## src/rtl/pump_cmd_panel.sv

```systemverilog
// rtl/pump_cmd_panel.sv - debounced front-panel buttons to pump command pulses and selections
module pump_cmd_panel #(
  parameter int DEBOUNCE_CYCLES = 20_000,
  parameter int CNT_W           = 15
) (
  input  logic       clk,
  input  logic       rst,
  input  logic       btn_frag,
  input  logic       btn_timer,
  input  logic       btn_start,
  input  logic       btn_stop,
  input  logic       btn_manual,
  output logic [1:0] fragrance_select,
  output logic [1:0] timer_select,
  output logic       pump_on,
  output logic       pump_off,
  output logic       manual_on,
  output logic       running,
  output logic [1:0] run_fragrance
);

  localparam int NB       = 5;
  localparam int B_FRAG   = 0;
  localparam int B_TIMER  = 1;
  localparam int B_START  = 2;
  localparam int B_STOP   = 3;
  localparam int B_MANUAL = 4;
  localparam logic [CNT_W-1:0] CNT_LAST = CNT_W'(DEBOUNCE_CYCLES - 1);

  logic [NB-1:0]    btn_raw;
  logic [NB-1:0]    sync_a;
  logic [NB-1:0]    sync_b;
  logic [NB-1:0]    deb;
  logic [NB-1:0]    deb_prev;
  logic [NB-1:0]    press;
  logic [CNT_W-1:0] cnt [NB];

  logic [1:0] frag_next;
  logic [1:0] timer_next;
  logic       on_next;
  logic       off_next;
  logic       man_next;
  logic       running_next;
  logic [1:0] run_frag_next;

  assign btn_raw = {btn_manual, btn_stop, btn_start, btn_timer, btn_frag};

  function automatic logic [1:0] step3(input logic [1:0] v);
    return (v >= 2'd2) ? 2'd0 : v + 2'd1;
  endfunction

  always_ff @(posedge clk or posedge rst) begin
    if (rst) begin
      sync_a <= '0;
      sync_b <= '0;
    end else begin
      sync_a <= btn_raw;
      sync_b <= sync_a;
    end
  end

  // Counter only advances while the level disagrees; any agreement restarts the window.
  always_ff @(posedge clk or posedge rst) begin
    if (rst) begin
      deb <= '0;
      for (int i = 0; i < NB; i++) cnt[i] <= '0;
    end else begin
      for (int i = 0; i < NB; i++) begin
        if (sync_b[i] == deb[i]) begin
          cnt[i] <= '0;
        end else if (cnt[i] == CNT_LAST) begin
          deb[i] <= sync_b[i];
          cnt[i] <= '0;
        end else begin
          cnt[i] <= cnt[i] + 1'b1;
        end
      end
    end
  end

  always_ff @(posedge clk or posedge rst) begin
    if (rst) begin
      deb_prev <= '0;
      press    <= '0;
    end else begin
      deb_prev <= deb;
      press    <= deb & ~deb_prev;
    end
  end

  // Commands read the registered selection, so a same-cycle step is not yet visible.
  always_comb begin
    frag_next     = fragrance_select;
    timer_next    = timer_select;
    on_next       = 1'b0;
    off_next      = 1'b0;
    man_next      = 1'b0;
    running_next  = running;
    run_frag_next = run_fragrance;
    if (press[B_FRAG])  frag_next  = step3(fragrance_select);
    if (press[B_TIMER]) timer_next = step3(timer_select);
    if (press[B_STOP]) begin
      off_next     = 1'b1;
      running_next = 1'b0;
    end else if (press[B_START]) begin
      on_next       = 1'b1;
      running_next  = 1'b1;
      run_frag_next = fragrance_select;
    end else if (press[B_MANUAL] && !running) begin
      man_next = 1'b1;
    end
  end

  always_ff @(posedge clk or posedge rst) begin
    if (rst) begin
      fragrance_select <= '0;
      timer_select     <= '0;
      pump_on          <= 1'b0;
      pump_off         <= 1'b0;
      manual_on        <= 1'b0;
      running          <= 1'b0;
      run_fragrance    <= '0;
    end else begin
      fragrance_select <= frag_next;
      timer_select     <= timer_next;
      pump_on          <= on_next;
      pump_off         <= off_next;
      manual_on        <= man_next;
      running          <= running_next;
      run_fragrance    <= run_frag_next;
    end
  end

endmodule

```

## config.mk

```make
export PLATFORM = sky130hd
export DESIGN_NAME = pump_cmd_panel
export DESIGN_NICKNAME = d
export VERILOG_FILES = /design/src/rtl/pump_cmd_panel.sv
export SDC_FILE = /design/constraint.sdc
export NUM_CORES = 1
export LEC_CHECK = 0
export CORE_ASPECT_RATIO = 0.6
export CORE_MARGIN = 2
export CORE_UTILIZATION = 45
export DETAILED_ROUTE_END_ITERATION = 10
export GPL_TIMING_DRIVEN = 0
export PLACE_DENSITY = 0.62
export SLEW_MARGIN = 0
export SYNTH_ARGS = -nofsm -noshare
export SYNTH_HDL_FRONTEND = slang
export SYNTH_SLANG_ARGS = --single-unit
```

## constraint.sdc

```tcl
create_clock -name clk -period 7.7 [get_ports clk]
set_input_delay 1.54 -clock clk [delete_from_list [all_inputs] [get_ports clk]]
set_output_delay 1.54 -clock clk [all_outputs]
set_load 0.01 [all_outputs]
```

==> out/metrics.csv <==
metric,value,unit
status,"complete, no violations",
via count,3116,
clock share of power,44.3,%
Synth Area per Inst,10.9,um^2
Post-CTS Resized,0,
"Slew Viols, Final",0,
yosys warns,0,
Yosys top cell by area,dfrtp_1,
vias per cell,5.13,
total congestion overflow,0,
Reg power frac,52.4,%
cts hold-fix bufs,0,
fillers,903,
Final Hold Viols,0,
layout cells sized above 1,6.61,%
Mapped Area,4760,um^2
drt pass-1 iters,4,
max-cap viol count,0,
Int Pwr,0.000889,W
Min-Delay Path Class,reg -> reg,
WS Path Type,reg -> out,
crit path time final,2.87,ns
CTS tree,done,
Post-CTS Setup Inserts,0,
"antenna viol nets, final",0,
clock latency on the worst-skew pair,0.35,ns
worst path required time,6.16,ns
Switching Fraction,21.7,%
Seq cells post-synth,110,
Mapped Cells,436,
# diodes,0,
vias in the first global route,3006,
Post-synth EDFFs,0,
CP bufs+invs,1,
die extent in x,137,um
PortBufs,16,
R2R setup slack,5.60,ns
Starting Density,45.7,%
nets,476,
CP max stage delay,0.56,ns
Area contributors post-synth,"dfrtp_1 58%, xnor2_1 7.7%, nor2_1 6.2%",
"Reg clk slew, reported paths",0.07,ns
Detail Placement HPWL,5550,um
crit-path max FO,3,
Max Freq,0.349,GHz
Critical Path AT,1.33,ns
pin count of the biggest net entering global routing,68,
IO Pins,17,
CP Cell Sequence,clkdlybuf4s50_1,
cell row count,29,
synth-to-layout area growth,14.5,%
WL/cell,13.3,um
DIE AREA,11400,um^2
RSZ-0062 raised after global routing,false,
CP startpoint kind,register,
# DRC,0,
htree depth,3,
DIE HEIGHT,83.6,um
clk sinks,110,
initial antenna violation count,0,
first-pass GRT wire length,14400,um
Hold WS,0.350,ns
DP Worst Slack,4.97,ns
final wirelength,8060,um
Setup TNS,0,ns
VDD IR max,0.116,mV
switching pwr,0.000247,W
pin slew with the least headroom to its limit,0.554,ns
Yosys top cell area share,57.9,%
sequential cell area fraction in the yosys report,57.9,%
total track usage,16.0,%
GPL Wtd Cong,0.830,
fin worst setup slack,4.83,ns
fin crit share,37.2,%
DRT iter0 DRCs,261,
CTS Buf Count,9,
Lkg Pwr,2.35,nW
total power,0.00114,W
Relative slew margins,63.0,%
synth unique cells,33,
"slowest stage cell, crit path",clkdlybuf4s50_1,
Comb power frac,3.3,%
Setup Viol. Count Final,0,
"Top FF cell, synth",dfrtp_1,
core area,10400,um^2
Synth async-reset ratio,100,%
crit end category,output port,
Top delay family on crit path,buffers and inverters,
Clock Path Buffers,2,
Root Buffer Master,clkbuf_16,
Pwr per Cell Area,208,nW/um^2
post-synth net total,448,
skew final,0.00887,ns
path summary, 6_finish.rpt:
| path | depth (start not counted) | start | endpoint |
|---|---|---|---|
| hold / removal | 0 | sync_a[4] | sync_b[4] |
| setup / recovery | 1 | running | running |
| min in group asynchronous | 2 | rst | cnt[1] |
| setup reg to reg | 7 | cnt[30] | cnt[43] |
| max in group asynchronous | 3 | rst | cnt[67] |
| hold reg to reg | 0 | sync_a[4] | sync_b[4] |
flip-flops by register name, summed over array words and instances (netlist names), 5 cells and up:
signal,flops
press,5
sync_a,5
deb_prev,5
cnt,75
deb,5
sync_b,5
power groups by stage:
| stage | clock (W) | combinational (W) | sequential, W |
|---|---|---|---|
| floorplan | 0 | 0.0000262 | 0.000604 |
| global placement | 0 | 0.0000361 | 0.000606 |
| detailed placement | 0 | 0.0000386 | 0.000607 |
| CTS | 0.000518 | 0.0000387 | 0.000595 |
| global route | 0.000544 | 0.0000437 | 0.000597 |
| finish | 0.000503 | 0.0000372 | 0.000595 |
through the flow:
step	util [%]	std cells	instance area, um^2
2_1_floorplan	-	436	4760
3_3_place_gp	48.9	591	5090
3_5_place_dp	49.2	592	5120
4_1_cts	52.3	608	5450
5_1_grt	52.3	608	5450
6_report	52.3	608	5450
logic make-up (layout without fill, tap and decap cells):
group                    after synthesis  count (layout)  share of synthesized area, %
flip-flops                           110             110                          57.9
multiplexers                           9               9                          2.24
AND/OR/NAND/NOR                      216             216                          23.3
buffers and inverters                 23              56                          2.21
XOR/XNOR                              69              69                          12.7
adder cells (fa/ha/maj)                5               5                          1.32
AO/OA/AOI/OAI                          4               4                         0.421
cells in the mapped netlist, types with 4 or more instances:
master    number
and3_1         8
and4_1         6
clkbuf_1       6
dfrtp_1      110
ha_1           5
inv_1         14
mux2_2         4
nand2_1       20
nand2b_1       4
nand3_1       27
nand4_1       22
nor2_1        79
nor2b_1        5
nor3_1        14
nor4_1        13
xnor2_1       42
xor2_1        27
final cells by class:
type	instances	area, um^2	share of cell area, %
sequential	110	2750	50.5
multi-input combinational	303	1900	34.9
clock buffer	9	225	4.13
timing repair buffer	17	188	3.44
tap	139	174	3.19
clock inverter	7	103	1.88
inverter	14	55.1	1.01
buffer	9	52.6	0.964
routing by layer:
layer / wire [um] / up-vias / track usage [%] / part of all wire, %
met3: 320 / 10 / 4.80 / 4.0
met1: 4260 / 1509 / 23.6 / 53
li1: - / 1536 / - / -
met2: 3390 / 61 / 23.0 / 42
met5: 0 / - / 0 / 0
met4: 93 / 0 / 4.45 / 1.2
cells in the final DEF (no fill, tap or decap), types with 3 or more instances in the layout:
cell             instances
and2_1                   3
clkdlybuf4s50_1         16
xor2_1                  27
ha_1                     5
nand4_1                 22
nor2_1                  79
o21ai_0                  3
mux2_2                   4
nor4_1                  13
inv_1                   13
nand3_1                 27
and3_1                   8
clkbuf_1                 6
dfrtp_1                110
nand2b_1                 4
or3_1                    3
nor2b_1                  5
inv_6                    3
nor3_1                  14
and4_1                   6
nand2_1                 20
xnor2_1                 42
clkbuf_16                9
Power figures use the tool's default switching activity.
